===== src/rtl/riscv_v_wb_pipe.sv =====
// Vector EXE->MEM->WB result pipe: builds per-byte write enables from vl/osize/mask and stages them with stall/flush.
// Optional macro RISCV_V_WB_PERF_CNT_EN adds WB write instruction/byte counters.
module riscv_v_wb_pipe #(
    parameter int DATA_WIDTH = 128,
    parameter int NUM_BYTES  = DATA_WIDTH / 8,
    parameter int ADDR_WIDTH = 5,
    parameter int NUM_OSIZES = 4,
    parameter int VL_WIDTH   = $clog2(NUM_BYTES) + 1
) (
    input  logic                  clk,
    input  logic                  rst,
    input  logic                  exe_valid,
    input  logic                  exe_wr_en,
    input  logic [ADDR_WIDTH-1:0] exe_rd_addr,
    input  logic [DATA_WIDTH-1:0] exe_data,
    input  logic [NUM_OSIZES-1:0] exe_osize_vector,
    input  logic [VL_WIDTH-1:0]   exe_vl,
    input  logic                  exe_masked,
    input  logic [NUM_BYTES-1:0]  exe_mask,
    input  logic                  stall,
    input  logic                  flush,
    output logic [NUM_BYTES-1:0]  rf_wr_en_mem,
    output logic [ADDR_WIDTH-1:0] rf_wr_addr_mem,
    output logic [DATA_WIDTH-1:0] rf_wr_data_mem,
    output logic [NUM_BYTES-1:0]  rf_wr_en_wb,
    output logic [ADDR_WIDTH-1:0] rf_wr_addr_wb,
    output logic [DATA_WIDTH-1:0] rf_wr_data_wb
`ifdef RISCV_V_WB_PERF_CNT_EN
    ,
    output logic [31:0]           wb_instr_cnt,
    output logic [31:0]           wb_byte_cnt
`endif
);

    logic [NUM_BYTES-1:0]  exe_byte_en;
    logic [NUM_BYTES-1:0]  en_mem_d, en_mem_q, en_wb_d, en_wb_q;
    logic [ADDR_WIDTH-1:0] addr_mem_d, addr_mem_q, addr_wb_d, addr_wb_q;
    logic [DATA_WIDTH-1:0] data_mem_d, data_mem_q, data_wb_d, data_wb_q;

    // Byte j belongs to element j>>k; since that index is always below NUM_BYTES/B,
    // comparing against vl directly is the same as comparing against min(vl, NUM_BYTES/B).
    always_comb begin
        exe_byte_en = '0;
        if (exe_valid && exe_wr_en && $onehot(exe_osize_vector)) begin
            for (int k = 0; k < NUM_OSIZES; k++) begin
                if (exe_osize_vector[k]) begin
                    for (int j = 0; j < NUM_BYTES; j++) begin
                        if (((j >> k) < int'(exe_vl)) && (!exe_masked || exe_mask[j >> k]))
                            exe_byte_en[j] = 1'b1;
                    end
                end
            end
        end
    end

    always_comb begin
        en_mem_d   = en_mem_q;
        addr_mem_d = addr_mem_q;
        data_mem_d = data_mem_q;
        if (!stall) begin
            en_mem_d   = flush ? '0 : exe_byte_en;
            addr_mem_d = exe_rd_addr;
            data_mem_d = exe_data;
        end
        // A stalled MEM entry must not write WB until the stall lifts, so WB gets a bubble.
        en_wb_d   = stall ? '0 : en_mem_q;
        addr_wb_d = addr_mem_q;
        data_wb_d = data_mem_q;
    end

    always_ff @(posedge clk or posedge rst) begin
        if (rst) begin
            en_mem_q   <= '0;
            addr_mem_q <= '0;
            data_mem_q <= '0;
            en_wb_q    <= '0;
            addr_wb_q  <= '0;
            data_wb_q  <= '0;
        end else begin
            en_mem_q   <= en_mem_d;
            addr_mem_q <= addr_mem_d;
            data_mem_q <= data_mem_d;
            en_wb_q    <= en_wb_d;
            addr_wb_q  <= addr_wb_d;
            data_wb_q  <= data_wb_d;
        end
    end

    assign rf_wr_en_mem   = en_mem_q;
    assign rf_wr_addr_mem = addr_mem_q;
    assign rf_wr_data_mem = data_mem_q;
    assign rf_wr_en_wb    = en_wb_q;
    assign rf_wr_addr_wb  = addr_wb_q;
    assign rf_wr_data_wb  = data_wb_q;

`ifdef RISCV_V_WB_PERF_CNT_EN
    logic [31:0] instr_cnt_d, instr_cnt_q, byte_cnt_d, byte_cnt_q;

    always_comb begin
        instr_cnt_d = instr_cnt_q;
        byte_cnt_d  = byte_cnt_q;
        if (|en_wb_q) begin
            instr_cnt_d = instr_cnt_q + 32'd1;
            byte_cnt_d  = byte_cnt_q + 32'($countones(en_wb_q));
        end
    end

    always_ff @(posedge clk or posedge rst) begin
        if (rst) begin
            instr_cnt_q <= '0;
            byte_cnt_q  <= '0;
        end else begin
            instr_cnt_q <= instr_cnt_d;
            byte_cnt_q  <= byte_cnt_d;
        end
    end

    assign wb_instr_cnt = instr_cnt_q;
    assign wb_byte_cnt  = byte_cnt_q;
`endif

endmodule


===== config.mk =====
export PLATFORM = sky130hd
export DESIGN_NAME = riscv_v_wb_pipe
export DESIGN_NICKNAME = d
export VERILOG_FILES = /design/src/rtl/riscv_v_wb_pipe.sv
export SDC_FILE = /design/constraint.sdc
export NUM_CORES = 1
export LEC_CHECK = 0
export ABC_AREA = 1
export BUFFER_PORTS_ARGS = -buffer_cell sky130_fd_sc_hd__buf_2
export CORE_AREA = 2 2 178 180
export CTS_CLUSTER_DIAMETER = 120
export DETAILED_ROUTE_END_ITERATION = 12
export DIE_AREA = 0 0 180 182
export GPL_TIMING_DRIVEN = 0
export PLACE_DENSITY = 0.57
export SLEW_MARGIN = 10
export SYNTH_ARGS = -nofsm -noshare
export SYNTH_HDL_FRONTEND = slang
export SYNTH_SLANG_ARGS = --single-unit

===== constraint.sdc =====
create_clock -name clk -period 30.5 [get_ports clk]
set_input_delay 7.625 -clock clk [delete_from_list [all_inputs] [get_ports clk]]
set_output_delay 7.625 -clock clk [all_outputs]
set_load 0.05 [all_outputs]

# --- Yosys cells after proc, flatten, opt, wreduce, memory -nomap -nowiden ---
# Index checks and enable logic that the tools add are counted.
totals:
  elab_cells: 132
  register_bits: 298
  input_bits: 165
  out_inout_bits: 298
classes:
  n_eq_ne: 1
  add_sub_neg: 3
  n_mux: 71
  order_cmp: 16
  n_reduce_logical: 35
op_table:
  columns: ["cell", "n"]
  rows:
  - ["$mux 16", 7]
  - ["$mux 1", 64]
  - ["$lt 4x5->1 const A", 8]
  - ["$lt 3x5->1 const A", 4]
  - ["$logic_and 1x1->1", 18]
  - ["$logic_or 1x1->1", 16]
  - ["$lt 1x5->1 const A", 2]
  - ["$lt 2x5->1 const A", 2]
  - ["$add 1x1->2", 2]
  - ["$add 2x2->3", 1]
  - ["$eq 3x1->1 const B", 1]
  - ["$logic_not 1->1", 1]

# --- Logic depth before layout (Yosys ltp) ---
depth:
  word_depth: 13
  ltp_mapped: 12
  mapped_depth_nobuf: 10

# --- Worst setup path before layout ---
# No wires, ideal clock.
synth_timing:
  path_type: "in2reg"
  startpoint: "in exe_osize_vector[1]"
  endpoint: "reg en_mem_q[11], in the netlist rf_wr_en_mem[11]"
  path_stages: 12
  setup_ps: 66
  path_slack_ps: 20873
  path_buffers: 2
  arrival_time_ps: 9561
  cell_sequence: "clkbuf_1 > inv_1 > fa_1 > inv_1 > ha_1 > ha_1 > nor2_1 > nand2_1 > nor3_4 > buf_6 > o21ai_1 > nand2_1"
synth_via:
  elab_chain_len: 7
synth_rtl:
  columns: ["item", "line_no", "rtl"]
  rows:
  - ["from (decl)", "16", "input logic [NUM_OSIZES-1:0] exe_osize_vector,"]
  - ["branches (longest 5 deep; another with $add 2x2->3)", null, null]
  - ["$mux 16 (*)", "44", "if (exe_valid && exe_wr_en && $onehot(exe_osize_vector)) begin"]
  - ["$mux 16 (*)", "61", "en_mem_d = flush ? '0 : exe_byte_en;"]
  - ["to (signal assigned)", "80", "en_mem_q <= en_mem_d;"]
  - ["to (decl)", "36", "logic [NUM_BYTES-1:0] en_mem_d, en_mem_q, en_wb_d, en_wb_q;"]
# Mark *: on every way between the ends.
# A chain may end at the register's enable or synchronous reset.

# --- Final worst setup path ---
layout_timing:
  startpoint: "in exe_osize_vector[1]"
  endpoint: "reg en_mem_q[15], in the netlist rf_wr_en_mem[15]"
# Same word-level chain as after synthesis.

==> flow_metrics.tcl <==
set metrics [dict create \
    dieArea_um2 32800 \
    reg2reg_from "rf_wr_en_mem[1]$_DFFE_PP0N_" \
    setup_tns_ns 0 \
    critPathArrivalTime_ns 9.95 \
    start_kind "primary input" \
    layout.nets 1596 \
    synth.cell_area_um2 10000 \
    viasPerCell 4.34 \
    wl_per_cell_um 17.0 \
    port_buffers 460 \
    hold_path_end "rf_wr_data_wb[34]$_DFF_PP0_" \
    relSlewSlack 0.529 \
    rrSetupSlack_ns 29.68 \
    die_w_um 180 \
    holdWs_ns 0.390 \
    crit_path_end_kind "register" \
    syn-num-nets 1101 \
    cts_buffer_depth 3 \
    yosysSeqAreaShare 0.743 \
    ant_nets 0 \
    worstMarginPinSlew_ns 0.706 \
    utilization 0.450 \
    cts_tree "yes" \
    maxCapViolCount 0 \
    ys_warn_count 0 \
    crit_required_ns 30.98 \
    overflow 0 \
    rsz0062_at_grt "false" \
    dr.first_iter.drc_count 426 \
    drc_errors 0 \
    dpl_cell_area_um2 12900 \
    numCtsBuffers 31 \
    critPathMaxFanout 10 \
    setup_slack_ns 21.03 \
    area_delta_synth_final_pct 38.8 \
    worst_hold_path_type "register to register" \
    finalPower_mw 1.03 \
    grtUsageTotal 0.186 \
    cts.sinks 298 \
    fin_area_um2 13900 \
    place_congestion 0.831 \
    root_buffer "clkbuf_16" \
    outcome "complete, no violations" \
    grt_pass1_wl_um 47700 \
    power-per-cell-area_nw_per_um2 74.1 \
    io_pins 463 \
    fin_crit_sh 0.310 \
    hp-start "rf_wr_data_mem[34]$_DFFE_PP0N_" \
    place_hpwl_um 23700 \
    power.internal_mw 0.693 \
    cts_resized 0 \
    crit_type "primary input to register" \
    reg2reg_to "rf_wr_en_mem[1]$_DFFE_PP0N_" \
    wl_um 31400 \
    avgSynthCellArea_um2 10.8 \
    dp_slack_ns 20.49 \
    ctsHoldBuffers 0 \
    dp.cells 1797 \
    clkPwrFrac 0.365 \
    die_h_um 182 \
    p_leak_nw 7.93 \
    slew_violations 0 \
    switchingPower_mw 0.339 \
    grt_max_degree 122 \
    firstDrtPassIters 4 \
    finalSetupViolCount 0 \
    hold_path_depth 0 \
    clkTransAtPathRegs_ns 0.06 \
    antenna_found_initial 2 \
    rows 65 \
    synth.largest_area_cell "dfrtp_1" \
    fin_skew_ns 0.00548 \
    instances_no_fill 1855 \
    grt_pass1_vias 8053 \
    clk_latency_ns 0.54 \
    post-cts-setup-buffers 0 \
    initial_core_util 0.324 \
    peakVddDrop_mv 0.0377 \
    power.share.sequential 0.432 \
    core_um2 31000 \
    ys_types 26 \
    hold_violations 0 \
    ys_ff_latch 298 \
    synth_area_leaders "dfrtp_1 74%, nand2_1 17%, nor2_1 1.5%" \
    ff2ff_path_depth 3 \
    num_vias 8045 \
    h-tree-depth 1 \
    synth_top_area_frac 0.743 \
    switching_share 0.329 \
    drive_gt1_frac 0.374 \
    fin_crit_ns 9.47 \
    syn_inst 933 \
    fmax_mhz 106 \
    comb_power_share 0.203 \
]
power by group through the flow:
| stage | logic [mW] | clock network [mW] | registers, mW |
|---|---|---|---|
| detailed placement | 0.212 | 0 | 0.453 |
| global route | 0.221 | 0.402 | 0.450 |
| finish | 0.210 | 0.376 | 0.446 |
| global placement | 0.210 | 0 | 0.453 |
| floorplan | 0.0325 | 0 | 0.566 |
| CTS | 0.212 | 0.387 | 0.446 |
worst max-delay path, stage by stage:
cell and delay, ns:
clkbuf_1 0.35, inv_1 0.12, fa_1 0.52, inv_1 0.04, ha_1 0.17, ha_1 0.26
nor2_1 0.11, nand2_1 0.09, nor3_4 0.30, o21ai_0 0.25, nand2_1 0.10
cell families (layout without fill, tap and decap cells):
logic type                 Yosys count  count (layout)  synth area share
and+or+nand+nor                    543             543             0.213
buffers and inverters               72             591            0.0305
other                                0               1                 0
adders and majority gates            3               3           0.00449
DFF                                298             298             0.743
AOI/OAI and AO/OA                   17              17           0.00885
cell usage in the layout, fill, tap and decap left out, drive strengths merged, types with 2 or more instances in the layout:
master,instances
buf,485
bufinv,3
clkbuf,56
clkinv,9
clkinvlp,2
dfrtp,298
ha,2
inv,36
nand2,458
nand3,30
nand4,4
nor2,40
nor3,3
o21ai,14
or2,8
how the worst max path moves through the flow:
| stage | startpoint | to | cells after the start |
|---|---|---|---|
| after floorplan | rst | rf_wr_addr_mem[0]$_DFFE_PP0N_ | 1 |
| after global placement | rst | rf_wr_data_wb[122]$_DFF_PP0_ | 2 |
| after detailed placement | exe_osize_vector[1] | rf_wr_en_mem[15]$_DFFE_PP0N_ | 11 |
| after CTS | exe_osize_vector[1] | rf_wr_en_mem[15]$_DFFE_PP0N_ | 11 |
| after global routing | exe_osize_vector[1] | rf_wr_en_mem[11]$_DFFE_PP0N_ | 12 |
| final | exe_osize_vector[1] | rf_wr_en_mem[15]$_DFFE_PP0N_ | 11 |
cell type report:
cell class,instances,area [um2]
sequential,298,7460
multi-input combinational,563,2280
clock buffer,43,871
clock inverter,14,150
buffer,36,171
fill,3027,17100
tap,402,503
inverter,36,143
timing repair buffer,462,2360
antenna,1,2.50
routing by layer:
layer / vias up / routed length [um] / share of wire / global-route usage
met4: 2 / 646 / 0.021 / 0.0491
li1: 3842 / - / - / -
met5: - / 11 / 0.00035 / 0
met3: 44 / 2060 / 0.066 / 0.0413
met2: 293 / 16000 / 0.51 / 0.328
met1: 3864 / 12700 / 0.40 / 0.230
cell usage after synthesis, drive strengths merged:
library cell,count
or2,8
nor3,3
inv,36
a21oi,1
dfrtp,298
nand2,458
o21ai,14
ha,2
nand4,4
fa,1
a21boi,1
nor2,40
clkbuf,13
o22ai,1
buf,23
nand3,30
flip-flops by register name, indices dropped and copies added, names as in the netlist:
name	count
rf_wr_addr_mem	5
rf_wr_addr_wb	5
rf_wr_data_mem	128
rf_wr_data_wb	128
rf_wr_en_mem	16
rf_wr_en_wb	16
No activity file was read; power rests on OpenSTA's default activity.
